$ cat src/rtl/conv3x3_stream.sv
// 3x3 streaming convolution (pass / Sobel / Gaussian / thresholded Sobel) over a raster pixel stream.
// Latency: result registered one clk after the pixel that completes a 3x3 window is accepted.
// Backpressure: none; validData=0 stalls every counter, buffer and window register.
// Optional macro CONV3X3_SAT_COUNT_EN adds a 16-bit saturating count of clamped Sobel results (sat_count).
module conv3x3_stream #(
    parameter int PIX_W  = 8,
    parameter int IMG_W  = 16,
    parameter int IMG_H  = 16,
    parameter int THRESH = 128,
    localparam int NRES   = (IMG_W - 2) * (IMG_H - 2),
    localparam int ADDR_W = (NRES > 1) ? $clog2(NRES) : 1
) (
    input  logic              clk,
    input  logic              rst,
    input  logic              start,
    input  logic [1:0]        filter,
    input  logic              validData,
    input  logic [PIX_W-1:0]  pixel_in,
    output logic              ValidResult,
    output logic [ADDR_W-1:0] Pixel_address,
    output logic [PIX_W-1:0]  pixel_out,
    output logic              busy,
    output logic              done
`ifdef CONV3X3_SAT_COUNT_EN
    ,
    output logic [15:0]       sat_count
`endif
);

    localparam int CW = (IMG_W > 1) ? $clog2(IMG_W) : 1;
    localparam int RW = (IMG_H > 1) ? $clog2(IMG_H) : 1;
    localparam int SW = PIX_W + 2;   // one Sobel half-sum: up to 4 * max pixel
    localparam int MW = PIX_W + 3;   // |Gx| + |Gy|
    localparam int GW = PIX_W + 4;   // Gaussian weighted sum: up to 16 * max pixel

    localparam logic [CW-1:0] COL_LAST = CW'(IMG_W - 1);
    localparam logic [RW-1:0] ROW_LAST = RW'(IMG_H - 1);

    typedef enum logic [1:0] {
        S_IDLE  = 2'd0,
        S_RUN   = 2'd1,
        S_FLUSH = 2'd2,
        S_DONE  = 2'd3
    } state_t;

    state_t              r_state;
    logic [CW-1:0]       r_col;
    logic [RW-1:0]       r_row;
    logic [ADDR_W-1:0]   r_oidx;
    logic [1:0]          r_mode;
    logic                r_vld;
    logic [PIX_W-1:0]    r_pout;
    logic [ADDR_W-1:0]   r_paddr;
    logic                r_busy;
    logic                r_done;

    // Two previous image rows; r_lb1 holds row-1, r_lb2 holds row-2.
    logic [PIX_W-1:0]    r_lb1 [IMG_W];
    logic [PIX_W-1:0]    r_lb2 [IMG_W];
    // Stored window columns [row][age]: age 0 = previous column, age 1 = the one before.
    // The newest column comes straight from the line buffers and pixel_in.
    logic [PIX_W-1:0]    r_win [3][2];

    logic                w_accept;
    logic                w_win_ok;
    logic [PIX_W-1:0]    w_tl, w_tm, w_tr, w_ml, w_mm, w_mr, w_bl, w_bm, w_br;
    logic [SW-1:0]       w_gx_pos, w_gx_neg, w_gy_pos, w_gy_neg;
    logic [SW-1:0]       w_gx_abs, w_gy_abs;
    logic [MW-1:0]       w_mag;
    logic                w_mag_sat;
    logic [GW-1:0]       w_gsum;
    logic [PIX_W-1:0]    w_sobel, w_gauss, w_thr, w_result;

    assign w_accept = (r_state == S_RUN) && validData;
    assign w_win_ok = (r_row >= RW'(2)) && (r_col >= CW'(2));

    // Assemble the full 3x3 window as it will stand after the current pixel is shifted in.
    always_comb begin
        w_tl = r_win[0][1];
        w_tm = r_win[0][0];
        w_tr = r_lb2[r_col];
        w_ml = r_win[1][1];
        w_mm = r_win[1][0];
        w_mr = r_lb1[r_col];
        w_bl = r_win[2][1];
        w_bm = r_win[2][0];
        w_br = pixel_in;
    end

    // Kernel arithmetic: Sobel magnitude, Gaussian sum and the selected clamped result.
    always_comb begin
        w_gx_pos = SW'(w_tr) + (SW'(w_mr) << 1) + SW'(w_br);
        w_gx_neg = SW'(w_tl) + (SW'(w_ml) << 1) + SW'(w_bl);
        w_gy_pos = SW'(w_bl) + (SW'(w_bm) << 1) + SW'(w_br);
        w_gy_neg = SW'(w_tl) + (SW'(w_tm) << 1) + SW'(w_tr);
        w_gx_abs = (w_gx_pos >= w_gx_neg) ? (w_gx_pos - w_gx_neg) : (w_gx_neg - w_gx_pos);
        w_gy_abs = (w_gy_pos >= w_gy_neg) ? (w_gy_pos - w_gy_neg) : (w_gy_neg - w_gy_pos);
        w_mag     = MW'(w_gx_abs) + MW'(w_gy_abs);
        w_mag_sat = |w_mag[MW-1:PIX_W];
        w_sobel   = w_mag_sat ? {PIX_W{1'b1}} : w_mag[PIX_W-1:0];
        w_thr     = (w_mag >= MW'(THRESH)) ? {PIX_W{1'b1}} : {PIX_W{1'b0}};
        w_gsum    = GW'(w_tl) + GW'(w_tr) + GW'(w_bl) + GW'(w_br)
                  + (GW'(w_tm) << 1) + (GW'(w_ml) << 1) + (GW'(w_mr) << 1) + (GW'(w_bm) << 1)
                  + (GW'(w_mm) << 2);
        w_gauss   = PIX_W'(w_gsum >> 4);
        case (r_mode)
            2'b00:   w_result = w_mm;
            2'b01:   w_result = w_sobel;
            2'b10:   w_result = w_gauss;
            default: w_result = w_thr;
        endcase
    end

    // Line buffers and window shift on every accepted pixel; contents need no reset.
    always_ff @(posedge clk) begin
        if (w_accept) begin
            r_lb2[r_col] <= r_lb1[r_col];
            r_lb1[r_col] <= pixel_in;
            r_win[0][1]  <= r_win[0][0];
            r_win[1][1]  <= r_win[1][0];
            r_win[2][1]  <= r_win[2][0];
            r_win[0][0]  <= w_tr;
            r_win[1][0]  <= w_mr;
            r_win[2][0]  <= pixel_in;
        end
    end

    // Frame FSM with raster counters and registered result/status outputs.
    always_ff @(posedge clk or posedge rst) begin
        if (rst) begin
            r_state <= S_IDLE;
            r_col   <= '0;
            r_row   <= '0;
            r_oidx  <= '0;
            r_mode  <= 2'b00;
            r_vld   <= 1'b0;
            r_pout  <= '0;
            r_paddr <= '0;
            r_busy  <= 1'b0;
            r_done  <= 1'b0;
        end else begin
            r_vld  <= 1'b0;
            r_done <= 1'b0;
            case (r_state)
                S_IDLE: begin
                    if (start) begin
                        r_state <= S_RUN;
                        r_mode  <= filter;
                        r_col   <= '0;
                        r_row   <= '0;
                        r_oidx  <= '0;
                        r_busy  <= 1'b1;
                    end
                end
                S_RUN: begin
                    if (validData) begin
                        if (w_win_ok) begin
                            r_vld   <= 1'b1;
                            r_pout  <= w_result;
                            r_paddr <= r_oidx;
                            r_oidx  <= r_oidx + 1'b1;
                        end
                        if (r_col == COL_LAST) begin
                            r_col <= '0;
                            if (r_row == ROW_LAST) begin
                                r_state <= S_FLUSH;
                            end else begin
                                r_row <= r_row + 1'b1;
                            end
                        end else begin
                            r_col <= r_col + 1'b1;
                        end
                    end
                end
                S_FLUSH: begin
                    r_state <= S_DONE;
                    r_busy  <= 1'b0;
                    r_done  <= 1'b1;
                end
                default: begin
                    r_state <= S_IDLE;
                end
            endcase
        end
    end

    assign ValidResult   = r_vld;
    assign pixel_out     = r_pout;
    assign Pixel_address = r_paddr;
    assign busy          = r_busy;
    assign done          = r_done;

`ifdef CONV3X3_SAT_COUNT_EN
    logic [15:0] r_sat;

    // Count results whose Sobel magnitude had to be clamped (modes 01 and 11), saturating at all-ones.
    always_ff @(posedge clk or posedge rst) begin
        if (rst) begin
            r_sat <= '0;
        end else if (r_state == S_IDLE && start) begin
            r_sat <= '0;
        end else if (w_accept && w_win_ok && r_mode[0] && w_mag_sat && (r_sat != 16'hFFFF)) begin
            r_sat <= r_sat + 16'd1;
        end
    end

    assign sat_count = r_sat;
`endif

endmodule

$ cat config.mk
export PLATFORM = sky130hd
export DESIGN_NAME = conv3x3_stream
export DESIGN_NICKNAME = d
export VERILOG_FILES = /design/src/rtl/conv3x3_stream.sv
export SDC_FILE = /design/constraint.sdc
export NUM_CORES = 1
export LEC_CHECK = 0
export CAP_MARGIN = 20
export CORE_UTILIZATION = 26
export DETAILED_ROUTE_END_ITERATION = 16
export SETUP_SLACK_MARGIN = 0.3
export SLEW_MARGIN = 25
export SYNTH_ARGS = -nofsm -noshare
export SYNTH_HDL_FRONTEND = slang
export SYNTH_SLANG_ARGS = --single-unit
export TNS_END_PERCENT = 30
$ cat constraint.sdc
create_clock -name clk -period 20.8 [get_ports clk]
set_input_delay 4.16 -clock clk [delete_from_list [all_inputs] [get_ports clk]]
set_output_delay 4.16 -clock clk [all_outputs]
set_load 0.01 [all_outputs]
==> impl_metrics.toml <==
[run_status]
outcome = "complete, no violations"

[sta]
finalMaxSlewViolations = 0
min_period_ns = 10.99
hold_viol_final = 0
worst_pin_slew_ns = 0.869
setup_viol = 0
maxSlewHeadroom = 0.419
rsz0062_at_grt = "false"
finClkSkew_ns = 0.0289
post-route-period-util = 0.528
tns_ns = 0
timing.fmax_mhz = 91.0

[route]
final_antenna_net_count = 0
first_iter_violations = 590
vias = 10431
via_per_inst = 4.60
drcViolationCount = 0
avgRoutedWirePerCell_microns = 18.1
finalWirelength_mm = 41.0
firstDrtPassIters = 5

[global_routing]
grt_overflow = 0
track_usage = 0.114
grt_pass1_wl_mm = 64.5
grt_pass1_vias = 11014
grt_max_degree = 50
antenna_found_initial = 0

[logic_synthesis]
synth_ff_type = "edfxtp_1"
synthXorXnorAreaFrac = 0.0264
netlist.area_leader.share = 0.490
ys_types = 69
synth_compound_gate_area_share = 0.0753
synth.net_count = 1449
syn_area_sq_um = 18600
synth_top_family_by_area = "adder cells"
yosysWarnings = 0
ys_async_sr_fraction = 0.114
synthAdderAreaFrac = 0.160
synthTopCellsByArea = "edfxtp_1, mux4_2, fa_1, ha_1, dfrtp_1"
yosys.area_share.simple = 0.0442
synth_cells = 1246
synth-seq-area-share = 0.543
yosys.area.top_type = "edfxtp_1"
syn-mean-instance-area_sq_um = 14.9
yosys_register_bits = 343
synth_mux_area_frac = 0.115
synth_edf_count = 304

[die]
rows = 97
die_h_microns = 270
die_area_sq_um = 72700
die_x_microns = 270
ios = 33
floorplan.initialDensity = 0.264
core_sq_um = 70400

[finish]
antennaDiodeCount = 0
fill_cells = 6973
postLayoutCoreUtil = 0.304
finish.instance_area_sq_um = 21400
num-nets-final = 1503
multi_input_area_sq_um = 7920
drive_above_1_share = 0.154
finalNonFillerCells = 2267
area_growth_pct = 15.2
seq_area_sq_um = 10100

[worst_setup_path]
path_delay_family = "compound AO/OA/AOI/OAI gates"
crit_top_cell = "ha_1"
r2r_slack_ns = 11.77
crit_fanout = 20
cp_slowest_stage_delay_ns = 0.98
crit_path_end_kind = "register"
worst_ep_required_time_ns = 21.22
crit_buf_inv = 1
worst_path_max_delay_cell = "clkdlybuf4s50_1"
worst_ep_arrival_time_ns = 11.41
crit_path_start_kind = "input port"
crit_type = "in -> reg"

[clock_network]
cts_tree = "yes"
cts_inserted_buffers = 37
holdBufCountCts = 0
clockBufferDepth = 3
ctsHtreeMaxLevel = 2
cts_root_buffer = "clkbuf_16"
cts.sink_count = 343
clkLatencyLatePin_ns = 0.57
path_clk_slew_ns = 0.07
cts_resized = 0
cts_setup_buffers = 0

[placed_design]
dpl.cell_count = 2201
gp_congestion = 0.866
hpwlAfterDp_mm = 28.8
io_buffers = 32
place_area_sq_um = 20200

[flow_run]
maxCapViolCount = 0

[hold_path]
hp-class = "reg -> reg"
-- metal layers --
layer	global-route usage	share of wire
met5	0	0
met4	0.0318	0.024
met3	0.0168	0.034
met2	0.204	0.52
met1	0.142	0.42
-- kinds of logic after synthesis --
kind of cell,after synthesis
AO/OA/AOI/OAI,207
XOR/XNOR,56
adder cells (fa/ha/maj),189
buffers and inverters,170
flip-flops,343
multiplexers,112
AND/OR/NAND/NOR,169
-- sequential cells by signal, indices dropped and copies added (netlist names) --
name	cells
r_state	2
Pixel_address	8
r_mode	2
r_lb1	128
r_lb2	128
pixel_out	8
r_col	4
r_row	4
busy	1
done	1
r_win	48
r_oidx	8
ValidResult	1
-- synthesized netlist by cell type, types with 6 or more instances --
cell and number:
edfxtp_1 304, inv_1 129, ha_1 107, fa_1 82, mux4_2 80, a21oi_1 65, nor2_1 61, dfrtp_1 39
nand2_1 35, o21ai_0 30, xnor2_1 30, xor2_1 26, a21o_1 25, buf_2 17, clkbuf_1 16, mux2i_1 15
mux2_2 14, o21bai_1 14, nand4_1 10, nor3_1 10, a211oi_1 9, nand3_1 9, nand2b_1 8, a31oi_1 7
nor2b_1 7, a211o_1 6, o211ai_1 6
-- area by class of cell --
cell class | instances | share of cell area
Sequential cell | 343 | 0.472
Multi-Input combinational cell | 733 | 0.369
Tap cell | 940 | 0.0549
Clock buffer | 38 | 0.0434
Timing Repair Buffer | 55 | 0.0230
Inverter | 130 | 0.0228
Clock inverter | 28 | 0.0149
-- per-stage QoR --
step,setup WS [ns],hold WS [ns]
final,9.81,0.451
after global routing,9.32,0.462
after CTS,9.84,0.455
after detailed placement,9.27,0.437
after global placement,9.41,0.435
after floorplan,11.04,0.426
-- cell usage in the layout (no fill, tap or decap), drive strengths merged, types with 23 or more instances in the layout --
cell	n
fa	82
xnor2	30
buf	23
inv	132
nand2	36
dfrtp	39
nor2	61
ha	107
clkbuf	38
edfxtp	304
o21ai	31
xor2	26
clkdlybuf4s50	32
mux4	80
a21o	25
a21oi	65
-- path summary, 6_finish.rpt --
| check | from | endpoint | cells after the start |
|---|---|---|---|
| min reg2reg | r_win[0][8] | r_win[0][0] | 0 |
| max | pixel_in[1] | pixel_out[3] | 26 |
| max in group asynchronous | rst | r_col[0] | 3 |
| min in group asynchronous | rst | ValidResult | 3 |
| max reg2reg | r_col[1] | pixel_out[3] | 28 |
| min | r_win[0][8] | r_win[0][0] | 0 |
-- worst register-to-register path, delay by kind of cell, from the launching register on --
family | cells | cell delay (ns)
AOI/OAI and AO/OA | 16 | 3.40
adders and majority gates | 5 | 1.91
buffers and inverters | 1 | 0.66
DFF | 1 | 0.89
muxes | 3 | 1.54
and+or+nand+nor | 3 | 0.51
Power is left out: the tool's default activity adds up to more than one toggle a clock period on the data nets, which glitch-free logic cannot reach.
